`src/rtl/mux_scan_reg.sv`:
```
// mux_scan_reg: registered NCH-channel, W-bit mux with manual select or round-robin auto scan
// Ports: clk, rst (sync, active-high); en (0 = no captures); mode (0 manual, 1 auto scan);
//        sel (manual channel); data_in (channel k = data_in[k*W +: W]); out_ready (downstream ready);
//        out_data/out_ch/out_valid (registered sample, its channel, valid); sel_err (sample from out-of-range sel).
// Optional: define MUX_SCAN_CH_MASK_EN to add ch_mask [NCH-1:0], restricting auto scan to enabled channels.
module mux_scan_reg #(
    parameter int NCH = 4,
    parameter int W = 8,
    parameter int DWELL = 2,
    localparam int SELW = $clog2(NCH)
) (
`ifdef MUX_SCAN_CH_MASK_EN
    input  logic [NCH-1:0]   ch_mask,
`endif
    input  logic             clk,
    input  logic             rst,
    input  logic             en,
    input  logic             mode,
    input  logic [SELW-1:0]  sel,
    input  logic [NCH*W-1:0] data_in,
    input  logic             out_ready,
    output logic [W-1:0]     out_data,
    output logic [SELW-1:0]  out_ch,
    output logic             out_valid,
    output logic             sel_err
);
    localparam int DW = DWELL > 1 ? $clog2(DWELL) : 1;

    typedef enum logic [1:0] {IDLE, MAN, AUTO} state_t;

    state_t          state_q, state_d;
    logic [SELW-1:0] ch_q, ch_d;
    logic [DW-1:0]   dwell_q, dwell_d;
    logic [W-1:0]    out_data_q, out_data_d;
    logic [SELW-1:0] out_ch_q, out_ch_d;
    logic            out_valid_q, out_valid_d;
    logic            sel_err_q, sel_err_d;

    logic            accept, entering, any, sel_bad;
    logic [SELW-1:0] eff_ch, cand;
    logic [DW-1:0]   eff_dwell;
    logic [W-1:0]    man_data, auto_data;

    always_comb begin
        int idx;
        idx = 0;
        // The state for this cycle follows en/mode directly; state_q only detects entry into AUTO.
        state_d = !en ? IDLE : (mode ? AUTO : MAN);
        accept = !out_valid_q || out_ready;
        entering = state_d == AUTO && state_q != AUTO;
        eff_ch = entering ? '0 : ch_q;
        eff_dwell = entering ? '0 : dwell_q;
        sel_bad = int'(sel) >= NCH;
        cand = eff_ch;
        any = 1'b1;
`ifdef MUX_SCAN_CH_MASK_EN
        // First enabled channel at or after eff_ch (wrapping); a now-masked ch_cnt is skipped.
        any = |ch_mask;
        for (int i = NCH - 1; i >= 0; i--) begin
            idx = int'(eff_ch) + i;
            if (idx >= NCH) idx = idx - NCH;
            if (ch_mask[SELW'(idx)]) cand = SELW'(idx);
        end
`endif
        man_data = '0;
        auto_data = '0;
        for (int k = 0; k < NCH; k++) begin
            if (sel == SELW'(k)) man_data = data_in[k*W +: W];
            if (cand == SELW'(k)) auto_data = data_in[k*W +: W];
        end
        ch_d = ch_q;
        dwell_d = dwell_q;
        out_data_d = out_data_q;
        out_ch_d = out_ch_q;
        sel_err_d = sel_err_q;
        out_valid_d = out_valid_q && !out_ready;
        if (state_d == AUTO) begin
            ch_d = eff_ch;
            dwell_d = eff_dwell != '0 ? eff_dwell - DW'(1) : eff_dwell;
        end
        if (state_d == MAN && accept) begin
            out_data_d = man_data;
            out_ch_d = sel;
            sel_err_d = sel_bad;
            out_valid_d = 1'b1;
        end
        if (state_d == AUTO && eff_dwell == '0 && any && accept) begin
            out_data_d = auto_data;
            out_ch_d = cand;
            sel_err_d = 1'b0;
            out_valid_d = 1'b1;
            ch_d = cand == SELW'(NCH - 1) ? '0 : cand + SELW'(1);
            dwell_d = DW'(DWELL - 1);
        end
    end

    always_ff @(posedge clk) begin
        if (rst) begin
            state_q <= IDLE;
            ch_q <= '0;
            dwell_q <= '0;
            out_data_q <= '0;
            out_ch_q <= '0;
            out_valid_q <= 1'b0;
            sel_err_q <= 1'b0;
        end else begin
            state_q <= state_d;
            ch_q <= ch_d;
            dwell_q <= dwell_d;
            out_data_q <= out_data_d;
            out_ch_q <= out_ch_d;
            out_valid_q <= out_valid_d;
            sel_err_q <= sel_err_d;
        end
    end

    assign out_data = out_data_q;
    assign out_ch = out_ch_q;
    assign out_valid = out_valid_q;
    assign sel_err = sel_err_q;
endmodule

```
`config.mk`:
```
export PLATFORM = sky130hd
export DESIGN_NAME = mux_scan_reg
export DESIGN_NICKNAME = d
export VERILOG_FILES = /design/src/rtl/mux_scan_reg.sv
export SDC_FILE = /design/constraint.sdc
export NUM_CORES = 1
export LEC_CHECK = 0
export ABC_CLOCK_PERIOD_IN_PS = 2240
export BUFFER_PORTS_ARGS = -buffer_cell sky130_fd_sc_hd__buf_4
export CAP_MARGIN = 20
export CORE_MARGIN = 2
export CORE_UTILIZATION = 47
export CTS_CLUSTER_SIZE = 20
export DETAILED_ROUTE_END_ITERATION = 16
export HOLD_SLACK_MARGIN = 0.08
export PLACE_DENSITY = 0.8
export SKIP_LAST_GASP = 1
export SLEW_MARGIN = 20
export SYNTH_ARGS = -nofsm -noshare
export SYNTH_HDL_FRONTEND = slang
export SYNTH_SLANG_ARGS = --single-unit
```
`constraint.sdc`:
```
create_clock -name clk -period 2.24 [get_ports clk]
set_input_delay 0.112 -clock clk [delete_from_list [all_inputs] [get_ports clk]]
set_output_delay 0.112 -clock clk [all_outputs]
set_load 0.02 [all_outputs]
```
-- Yosys cells after proc, flatten, opt, wreduce, memory -nomap -nowiden
Cells that the tools add are included.
- bits in registers: 16
- input bits: 39
- output and inout port bits: 12
- word-level logic and storage cells: 54
- add/sub/neg operators: 2
- equality and inequality tests: 9
- muxes and demuxes: 24
- bitwise logic cells: 1
- reduce and logical (&&, ||, !) cells: 12
- operators with widths (kind ; count):
    2-to-1 mux 8 bit ; 10
    2-to-1 mux 2 bit ; 8
    equality test 2 bit, second input constant ; 5
    equality test 2 x 1 -> 1 bit, second input constant ; 3
    2-to-1 mux 1 bit ; 6
    logical AND 1 bit ; 5
    zero test 2 bit ; 2
    nonzero test 2 bit ; 2
    adder 2 x 1 -> 2 bit, second input constant ; 1
    zero test 1 bit ; 2
    inequality test 2 bit, second input constant ; 1
    logical OR 1 bit ; 1
    NOT 1 bit ; 1
    subtractor 1 bit, second input constant ; 1

-- Logic depth before layout (Yosys ltp)
- depth after elaboration: 11
- mapped depth: 9
- mapped depth without buffers: 8

-- Least setup slack after synthesis
OpenSTA, ideal clock, no wires.
- path type: register -> register
- from: register state_q[0]
- to: register out_data_q[0], in the netlist out_data[0]
- library setup time: 0.127 ns
- arrival time: 1.873 ns
- data required time: 2.113 ns
- path slack: 0.240 ns
- cell stages (with the launch flop): 9
- path buffers: 2
- clock period less this slack: 2.000 ns
- cell sequence: dfxtp_1 and2b_1 o21ai_0 ha_1 clkbuf_1 clkbuf_1 a21oi_1 a221oi_1 nor4_1
- word-level cells in the longest chain between the ends: 9
- elaborated cells on any way between the ends: 17
- classes of those cells: 4 x eq/ne; 7 x mux; 1 x bitwise; 5 x reduce/logical
- ends and longest elaborated chain (element ; RTL line ; source):
    from (decl) ; 31 ; state_t state_q, state_d;
    from (signal assigned) ; 107 ; state_q <= state_d;
    inequality test 2 bit * ; 50 ; entering = state_d == AUTO && state_q != AUTO;
    logical AND 1 bit * ; 50 ;
    2-to-1 mux 2 bit ; 51 ; eff_ch = entering ? '0 : ch_q;
    zero test 2 bit ; 69 ; if (cand == SELW'(k)) auto_data = data_in[k*W +: W];
    2-to-1 mux 8 bit (4 in series) ; 69 ;
    2-to-1 mux 8 bit ; 87 ; if (state_d == AUTO && eff_dwell == '0 && any && accept) begin
    to (signal assigned) ; 110 ; out_data_q <= out_data_d;
    to (decl) ; 34 ; logic [W-1:0] out_data_q, out_data_d;
Mark *: on every way between the ends. The rest lies on a longest branch, timed or not.
A chain may end at the register's enable or synchronous reset.

-- Final worst setup path
Same ends and word-level chain as after synthesis.

==> results.sh <==
export IMPL_run_status="finished clean"
export IMPL_antenna_cells=0
export IMPL_avgRoutedWirePerCell_um=14.96
export IMPL_yosysUniqueCellTypes=28
export IMPL_fp_dieH_um=54.45
export IMPL_cp_required_ns=2.41
export IMPL_postLayoutCoreUtil_pct=64.17
export IMPL_drt_wl_total_mm=3.262
export IMPL_worstSetupEndpointType="flip-flop"
export IMPL_start_util_pct=48.73
export IMPL_combinationalPowerShare_pct=36.9
export IMPL_drt_iter0_markers=51
export IMPL_hold_path_depth=3
export IMPL_first_global_vias=1149
export IMPL_port_buffers=49
export IMPL_drv_max_cap_violation_count=0
export IMPL_cts_max_level=1
export IMPL_synthMuxAreaShare_pct=15.06
export IMPL_synth_compound_area_share_pct=22.80
export IMPL_grt_antenna_before_repair=0
export IMPL_finalSetupTns_ns=0
export IMPL_gp_routability_congestion=0.8071
export IMPL_die_w_um=54.45
export IMPL_synth_cell_area_um2=1196
export IMPL_timing_max_slew_rel_slack_pct=51.66
export IMPL_leakagePower_nw=0.7039
export IMPL_drt_pre_antenna_iters=4
export IMPL_rows=18
export IMPL_skew_final_ns=0.009258
export IMPL_fill_count=186
export IMPL_synth_top_family_by_area="compound AO/OA/AOI/OAI gates"
export IMPL_setup_violations=0
export IMPL_finalNetCount=233
export IMPL_timing_critical_path_fanout_max=10
export IMPL_insertion_delay_ns=0.28
export IMPL_share_seq_of_total_power_pct=42.8
export IMPL_cts_path_max_buffers=2
export IMPL_final_min_period_over_clock_period_pct=90.66
export IMPL_number_of_storage_elements_in_the_synthesis_netlist=16
export IMPL_number_of_synthesized_flops_with_an_enable_pin=0
export IMPL_worst_r2r_cell_count=8
export IMPL_post_cts_buffers=0
export IMPL_maxClockFrequency_mhz=492.4
export IMPL_synth_nets=191
export IMPL_cts_inserted_buffers=3
export IMPL_core_um2=2455
export IMPL_grt_setup_unrepaired="no"
export IMPL_post_route_ant_nets=0
export IMPL_largest_net_degree_at_the_start_of_global_routing=17
export IMPL_power_density_nw_per_um2=474.9
export IMPL_postSynthAreaPerCell_um2=8.082
export IMPL_floorplan_io_pins=51
export IMPL_swShare_pct=32.30
export IMPL_yosysSeqAreaShare_pct=26.78
export IMPL_synth_async_reset_ratio_pct=0
export IMPL_fp_dieArea_um2=2964
export IMPL_tritoncts_num_sinks=16
export IMPL_yosys_area_share_simple_pct=22.18
export IMPL_p_int_mw=0.5065
export IMPL_overall_overflow_remaining_after_global_route=0
export IMPL_synth_top_flop_cell="dfxtp_1"
export IMPL_grt_first_pass_wirelength_mm=5.037
export IMPL_final_max_slew_viol_count=0
export IMPL_post_cts_hold_buffer_count=0
export IMPL_synth_warning_count=0
export IMPL_dp_hpwl_mm=2.469
export IMPL_cts_resized_gates=0
export IMPL_synthesized_instance_count=148
export IMPL_cts_root_buffer="clkbuf_4"
export IMPL_detail_route_drc_violations=0
export IMPL_final_layout_size_suffix_gt1_share_pct=37.77
export IMPL_min_path_type="in2reg"
export IMPL_vdd_ir_drop_worst_mv=0.2504
export IMPL_startpoint_kind_of_the_worst_setup_timing_path="flip-flop"
export IMPL_clk_transition_reported_paths_ns=0.10
export IMPL_routed_via_density=5.954
export IMPL_crit_path_kind="reg2reg"
export IMPL_routed_via_count=1298
export IMPL_yosys_area_share_xor_xnor_pct=0
export IMPL_total_switching_power_mw=0.2416
export IMPL_p_r_area_growth_vs_syn_pct=31.69
export IMPL_final_period_demand_of_the_worst_path_ns=2.031
export IMPL_total_global_routing_track_utilization_pct=23.19
export IMPL_timing_worst_slew_pin_value_ns=0.7224
export IMPL_power_clock_fraction_pct=20.3
export IMPL_tritoncts="built"
export IMPL_worst_ep_arrival_time_ns=2.20
export IMPL_finalHoldViolCount=0
export IMPL_synth_adder_area_share_pct=4.184
## final cells by class
type / instances / area [µm²] / area share (%)
clock buffer: 3 / 22.52 / 1.430
sequential: 16 / 320.3 / 20.33
multi-input combinational: 108 / 774.5 / 49.17
inverter: 10 / 37.54 / 2.383
tap: 30 / 37.54 / 2.383
timing repair buffer: 51 / 382.9 / 24.31
## flip-flops by register name, summed over array words and instances, names as in the netlist
| register | cells |
|---|---|
| ch_q | 2 |
| out_ch | 2 |
| out_data | 8 |
| dwell_q | 1 |
| state_q | 2 |
| out_valid | 1 |
## logic make-up after synthesis
group | count (synthesis)
simple gates | 55
compound gates | 40
buf+inv | 24
flops | 16
mux | 8
fa+ha+maj | 4
other cells | 1
## synth_stat cells (all sizes together), types with 2 or more instances
cell type	instances	area share, %
buf	5	2.7
nor3	9	4.2
a311oi	2	2.5
nand2	17	5.5
ha	4	4.2
mux4	8	15
nor2	15	4.7
a221oi	8	6.9
dfxtp	16	27
nor4	8	4.2
o21ai	9	3.8
a21oi	19	7.9
clkbuf	9	2.8
and2b	2	1.3
inv	10	3.1
## metal layers
| layer | vias to the layer above | global-route usage [%] | part of all wire (%) |
|---|---|---|---|
| met1 | 600 | 31.86 | 41 |
| met2 | 82 | 38.35 | 48 |
| met4 | 0 | 7.083 | 0.95 |
| met3 | 4 | 2.186 | 9.6 |
| li1 | 612 | - | - |
| met5 | - | 0 | 0 |
## path summary, 6_finish.rpt
path | startpoint | to | slack, ns
setup / recovery | state_q[0]$_SDFF_PP0_ | out_data[0]$_SDFFE_PP0P_ | 0.21
hold / removal | en | out_valid$_SDFF_PP0_ | 0.09
setup reg to reg | state_q[0]$_SDFF_PP0_ | out_data[0]$_SDFFE_PP0P_ | 0.21
hold reg to reg | dwell_q$_SDFFE_PP0P_ | dwell_q$_SDFFE_PP0P_ | 0.46
## metrics by stage
stage	std cells	setup slack, ns	hold slack [ns]	power [mW]	area, µm²
4_1_cts	218	0.2320	0.1075	0.7401	1573
3_3_place_gp	215	0.2841	0.3733	0.5916	1550
3_5_place_dp	215	0.2637	0.3942	0.5986	1550
6_report	218	0.2092	0.08732	0.7482	1575
5_1_grt	218	0.02759	0.1148	0.7833	1575
2_1_floorplan	148	0.2403	0.2526	0.4873	1196
## power by group through the flow
stage / logic, mW / clock network [mW] / registers [mW]
2_1_floorplan: 0.140 / 0 / 0.347
3_3_place_gp: 0.267 / 0 / 0.325
3_5_place_dp: 0.272 / 0 / 0.327
4_1_cts: 0.273 / 0.147 / 0.320
5_1_grt: 0.301 / 0.159 / 0.324
6_report: 0.276 / 0.152 / 0.320
## worst max-delay path: stages, from the launching register on
cell	delay, ns
dfxtp_1	0.34
and2b_1	0.19
o21ai_0	0.21
buf_4	0.17
ha_1	0.29
buf_4	0.22
a21oi_1	0.08
a221oi_1	0.35
nor4_1	0.09
## placed cells by master (no fill, tap or decap), types with 2 or more instances in the layout
cell,synthesis,layout
a221oi_2,2,2
dfxtp_1,16,16
a21oi_1,19,19
a221oi_1,6,6
nor3_1,8,8
o21ai_0,9,9
clkbuf_4,0,3
nor2_1,15,15
mux4_2,8,8
inv_1,10,10
nor4_1,8,8
and2b_1,2,2
a311oi_2,2,2
nand2_1,16,16
ha_1,4,3
buf_4,1,51
No activity file was read; power rests on OpenSTA's default activity.
